**config.mk**
```make
export PLATFORM = sky130hd
export DESIGN_NAME = instr_mem_ldr
export DESIGN_NICKNAME = d
export VERILOG_FILES = /design/src/rtl/instr_mem_ldr.sv
export SDC_FILE = /design/constraint.sdc
export NUM_CORES = 1
export LEC_CHECK = 0
export ABC_AREA = 0
export BUFFER_PORTS_ARGS = -buffer_cell sky130_fd_sc_hd__buf_2
export CORE_ASPECT_RATIO = 0.8
export CORE_MARGIN = 2
export CORE_UTILIZATION = 65
export CTS_CLUSTER_DIAMETER = 40
export DETAILED_ROUTE_END_ITERATION = 8
export GPL_ROUTABILITY_DRIVEN = 0
export GPL_TIMING_DRIVEN = 0
export PLACE_DENSITY = 0.86
export SLEW_MARGIN = 20
export SYNTH_ARGS = -nofsm -noshare
export SYNTH_HDL_FRONTEND = slang
export SYNTH_SLANG_ARGS = --single-unit
```
**constraint.sdc**
```tcl
create_clock -name clk -period 4.3 [get_ports clk]
set_input_delay 0.645 -clock clk [delete_from_list [all_inputs] [get_ports clk]]
set_output_delay 0.645 -clock clk [all_outputs]
set_load 0.1 [all_outputs]
```
**src/rtl/instr_mem_ldr.sv**
```systemverilog
// ---------------------------------------------------------------------------
// instr_mem_ldr
//   Run-time loadable instruction memory for the 16-bit single-cycle MIPS core.
//   Fetch is combinational. A byte-serial valid/ready port, driven by a small
//   FSM, writes program words into the array. The core is stalled while a
//   load is in progress.
//
//   Optional build macro: IMEM_ALIGN_CHECK_EN
//     When defined, a misaligned pc in RUN gives a NOP and raises fetch_fault.
//
//   Ports
//     clk          rising-edge clock
//     reset        asynchronous, active-high reset
//     pc           byte address of the fetch
//     instruction  fetched word, combinational (NOP while stalled or faulted)
//     fetch_fault  fetch outside the array (or misaligned, with the macro)
//     cpu_stall    high while the loader owns the memory (registered)
//     ld_start     one-cycle pulse that begins a load
//     ld_valid     load byte valid
//     ld_byte      load data, MSB-first within each word
//     ld_last      final byte of the program
//     ld_ready     byte accepted when ld_valid && ld_ready
//     load_count   words written by the last or current load
//
//   state | meaning
//   RUN   | core fetches from the array; loader idle
//   LOAD  | core stalled; bytes assembled and written into the array
// ---------------------------------------------------------------------------
module instr_mem_ldr #(
    parameter int DATA_W = 16,
    parameter int ADDR_W = 4,
    parameter int PC_W   = 16
) (
    input  logic              clk,
    input  logic              reset,
    input  logic [PC_W-1:0]   pc,
    output logic [DATA_W-1:0] instruction,
    output logic              fetch_fault,
    output logic              cpu_stall,
    input  logic              ld_start,
    input  logic              ld_valid,
    input  logic [7:0]        ld_byte,
    input  logic              ld_last,
    output logic              ld_ready,
    output logic [ADDR_W:0]   load_count
);

    localparam int BPW   = DATA_W / 8;
    localparam int DEPTH = 2 ** ADDR_W;
    localparam int OFS_W = $clog2(BPW);
    localparam int BC_W  = (BPW > 1) ? $clog2(BPW) : 1;

    typedef enum logic {
        RUN  = 1'b0,
        LOAD = 1'b1
    } state_t;

    state_t              state_q, state_d;
    logic [ADDR_W-1:0]   wr_ptr_q, wr_ptr_d;
    logic [BC_W-1:0]     byte_cnt_q, byte_cnt_d;
    logic [DATA_W-1:0]   asm_q, asm_d;
    logic [ADDR_W:0]     load_count_q, load_count_d;

    logic                mem_we;
    logic [DATA_W-1:0]   mem_wdata;
    logic [DATA_W-1:0]   assembled;
    logic [PC_W-1:0]     word_addr;

    logic [DATA_W-1:0]   mem [DEPTH];

    always_ff @(posedge clk or posedge reset) begin
        if (reset) begin
            state_q      <= RUN;
            wr_ptr_q     <= '0;
            byte_cnt_q   <= '0;
            asm_q        <= '0;
            load_count_q <= '0;
        end else begin
            state_q      <= state_d;
            wr_ptr_q     <= wr_ptr_d;
            byte_cnt_q   <= byte_cnt_d;
            asm_q        <= asm_d;
            load_count_q <= load_count_d;
        end
    end

    // Array is deliberately outside the reset domain: a reset mid-load keeps
    // every word already written.
    always_ff @(posedge clk) begin
        if (mem_we) begin
            mem[wr_ptr_q] <= mem_wdata;
        end
    end

    // Bytes enter at the bottom and move up, so the first byte ends up MSB.
    assign assembled = (asm_q << 8) | DATA_W'(ld_byte);

    always_comb begin
        state_d      = state_q;
        wr_ptr_d     = wr_ptr_q;
        byte_cnt_d   = byte_cnt_q;
        asm_d        = asm_q;
        load_count_d = load_count_q;
        mem_we       = 1'b0;
        mem_wdata    = '0;

        case (state_q)
            RUN: begin
                if (ld_start) begin
                    state_d      = LOAD;
                    wr_ptr_d     = '0;
                    byte_cnt_d   = '0;
                    asm_d        = '0;
                    load_count_d = '0;
                end
            end
            LOAD: begin
                if (ld_valid) begin
                    if ((byte_cnt_q == BC_W'(BPW - 1)) || ld_last) begin
                        // A short final word is left-justified: the missing
                        // low bytes are shifted in as zeros.
                        mem_we       = 1'b1;
                        mem_wdata    = assembled << (8 * (BPW - 1 - int'(byte_cnt_q)));
                        wr_ptr_d     = wr_ptr_q + 1'b1;
                        load_count_d = load_count_q + 1'b1;
                        byte_cnt_d   = '0;
                        asm_d        = '0;
                        if (ld_last || (wr_ptr_q == ADDR_W'(DEPTH - 1))) begin
                            state_d = RUN;
                        end
                    end else begin
                        asm_d      = assembled;
                        byte_cnt_d = byte_cnt_q + 1'b1;
                    end
                end
            end
            default: state_d = RUN;
        endcase
    end

    assign cpu_stall  = (state_q == LOAD);
    assign ld_ready   = (state_q == LOAD);
    assign load_count = load_count_q;

    assign word_addr = pc >> OFS_W;

    always_comb begin
        instruction = '0;
        fetch_fault = 1'b0;
        if (!cpu_stall) begin
            if ((word_addr >> ADDR_W) != '0) begin
                fetch_fault = 1'b1;
            end
`ifdef IMEM_ALIGN_CHECK_EN
            else if ((pc & PC_W'(BPW - 1)) != '0) begin
                fetch_fault = 1'b1;
            end
`endif
            else begin
                instruction = mem[word_addr[ADDR_W-1:0]];
            end
        end
    end

endmodule

```
==> flow_metrics.tcl <==
set metrics [dict create \
    min_path_type "in2async" \
    io_pins 53 \
    synth_fp_nets 561 \
    gr-usage-all-layers_pct 27.1 \
    cp_max_fo 10 \
    worst_pin_slew_ns 1.09 \
    ys_seq_elements 275 \
    post_cts_resized 0 \
    clock-sinks 275 \
    r2r-end "mem[2][7]" \
    ctsHoldBuffers 0 \
    r2r-start "cpu_stall" \
    crit_required_ns 3.65 \
    htree_num_levels 1 \
    cts_buffers 27 \
    r2r_slack_ns 1.77 \
    async_flop_share_pct 6.91 \
    clk_latency_ns 0.53 \
    synth_area_leaders "edfxtp_1 (70%), mux4_1 (7.1%), mux4_2 (6.9%), dfrtp_1 (4.3%), mux2i_1 (3.6%)" \
    fmax_mhz 296 \
    grt_pass1_wl_mm 35.3 \
    crit_type "in2out" \
    cts-root-buf "clkbuf_16" \
    cts.clk_slew.worst_paths_ns 0.06 \
    cp_cell_sequence "buf_2 -> nor4_2 -> nand4_2 -> clkbuf_1 -> o22ai_1 -> buf_2" \
    drive_gt1_share_pct 28.8 \
    fin_crit_sh_pct 78.6 \
    register_area_mm2 0.00816 \
    worstPathArrival_ns 2.74 \
    drcViolationCount 0 \
    slew_violations 0 \
    synth.top_cells.by_count "edfxtp_1 (256), mux2i_1 (40), mux4_2 (34)" \
    period_needed_ns 3.38 \
    cpMaxStageDelayCell "buf_2" \
    critPathMostFrequentCell "buf_2" \
    num-nets-final 653 \
    portBuffers 46 \
    path_buf_inv 3 \
    diodes 0 \
    cts_tree "done" \
    setup_viol 0 \
    setup_slack_ns 0.918 \
    dp_hpwl_mm 15.1 \
    synth_edf_count 256 \
    end_kind "output pin" \
    syn-cell-area_mm2 0.0110 \
    max_stage_delay_ns 0.50 \
    maxCapViolCount 0 \
    hold_viol_final 0 \
    fillers 882 \
    status "completed" \
    start_util_pct 66.6 \
    postRouteAntennaNets 0 \
    ys_types 35 \
    area_growth_pct 14.3 \
    ctsLongestPathBuffers 3 \
    vias 5673 \
    maxSlewHeadroom_pct 27.3 \
    synth_top_area_cell "edfxtp_1" \
    vias_per_cell 6.60 \
    post-cts-setup-buffers 0 \
    avgRoutedWirePerCell_um 26.9 \
    firstDrtPassIters 4 \
    cp-start-kind "primary input" \
    ys_warn_count 0 \
    drt-total-wl_mm 23.1 \
    grt-ovfl-total 0 \
    synth-main-ff-cell "edfxtp_1" \
    core-area_mm2 0.0166 \
    fp-row-count 42 \
    p_leak_nw 4.47 \
    setup_tns_ns 0 \
    dieArea_mm2 0.0180 \
    rsz0062_at_grt "no" \
    drt_iter0_markers 681 \
    powerDensity_mw_per_mm2 470 \
    reg2reg_depth 5 \
    antenna_found_initial 0 \
    ys_seq_area_share_pct 74.0 \
    synth_top_area_share_pct 69.7 \
    grt_max_degree 20 \
    clock-skew-final_ns 0.0106 \
    syn_inst 527 \
    yosysMostFrequentCell "edfxtp_1" \
    crit_family "buffers and inverters" \
    avgSynthCellArea_um2 20.9 \
    preCtsSetupSlack_ns 0.969 \
    grt_pass1_vias 5807 \
    die_h_um 120 \
    multi_input_area_mm2 0.00272 \
    die_x_um 150 \
    worst_ir_drop_vdd_uv 623 \
]
-- logic make-up after synthesis --
family / Yosys count / share of synthesized area (%)
compound gates: 42 / 2.59
xor+xnor: 2 / 0.159
fa+ha+maj: 5 / 0.567
buf+inv: 33 / 1.82
flops: 275 / 74.0
mux: 104 / 17.7
simple gates: 66 / 3.11
-- layer usage --
layer | part of all wire, % | track usage (%) | vias up
met2 | 51 | 45.8 | 282
met3 | 8.2 | 4.45 | 33
met4 | 1.2 | 4.76 | 0
met1 | 40 | 38.7 | 2964
li1 | - | - | 2394
met5 | 0 | 0 | -
-- where the power goes --
part / internal (W) / switching [W] / leakage (nW) / total (W)
Sequential: 0.00304 / 0.0000525 / 2.60 / 0.00309
Clock: 0.00123 / 0.000989 / 0.409 / 0.00221
Combinational: 0.000191 / 0.000430 / 1.46 / 0.000620
-- through the flow --
step                      power, W  utilization, %  std cells  instance area (um2)  hold WS (ns)
after floorplan            0.00357               -        527                11000         0.473
after global routing       0.00609            76.1        859                12600         0.336
final                      0.00593            76.1        859                12600         0.268
after detailed placement   0.00375            71.1        810                11800         0.500
after global placement     0.00370            69.7        793                11500         0.491
after CTS                  0.00594            76.1        859                12600         0.286
-- placed cells by master, fill, tap and decap left out, types with 4 or more instances in the layout --
cell and n:
buf_6 14, and2_1 8, buf_8 4, clkbuf_1 11, dfrtp_1 19, nor2_2 15, clkinv_2 7, nor3_2 5
o22ai_1 16, edfxtp_1 256, inv_6 4, buf_2 56, mux2i_1 40, nand3_1 4, a21oi_1 5, ha_1 5
nor2_1 9, o21ai_0 5, mux4_1 30, a22o_1 8, clkbuf_16 27, buf_4 9, nand2_1 11, mux4_2 34
-- final cells by class --
cell class / instances / area share, %
repair buffers: 63 / 3.29
flip-flops and latches: 275 / 64.8
multi-input cells: 219 / 21.6
clock inverters: 19 / 1.14
inverters: 3 / 0.0893
plain buffers: 30 / 1.50
clock buffers: 30 / 5.45
well taps: 220 / 2.18
-- sequential cells by signal, summed over array words and instances, names as in the netlist --
register / count
asm_q: 8
byte_cnt_q: 1
cpu_stall: 1
load_count: 5
mem: 256
wr_ptr_q: 4
-- how the worst max path moves through the flow --
stage,endpoint,from,cells after the start,slack [ns]
floorplan,instruction[10],pc[7],4,0.68
global placement,mem[0][8],ld_valid,4,0.54
detailed placement,instruction[4],pc[7],6,0.97
CTS,instruction[3],pc[3],6,0.94
global route,instruction[4],pc[7],6,0.85
finish,instruction[4],pc[7],6,0.92
No activity file was read; power rests on OpenSTA's default activity.
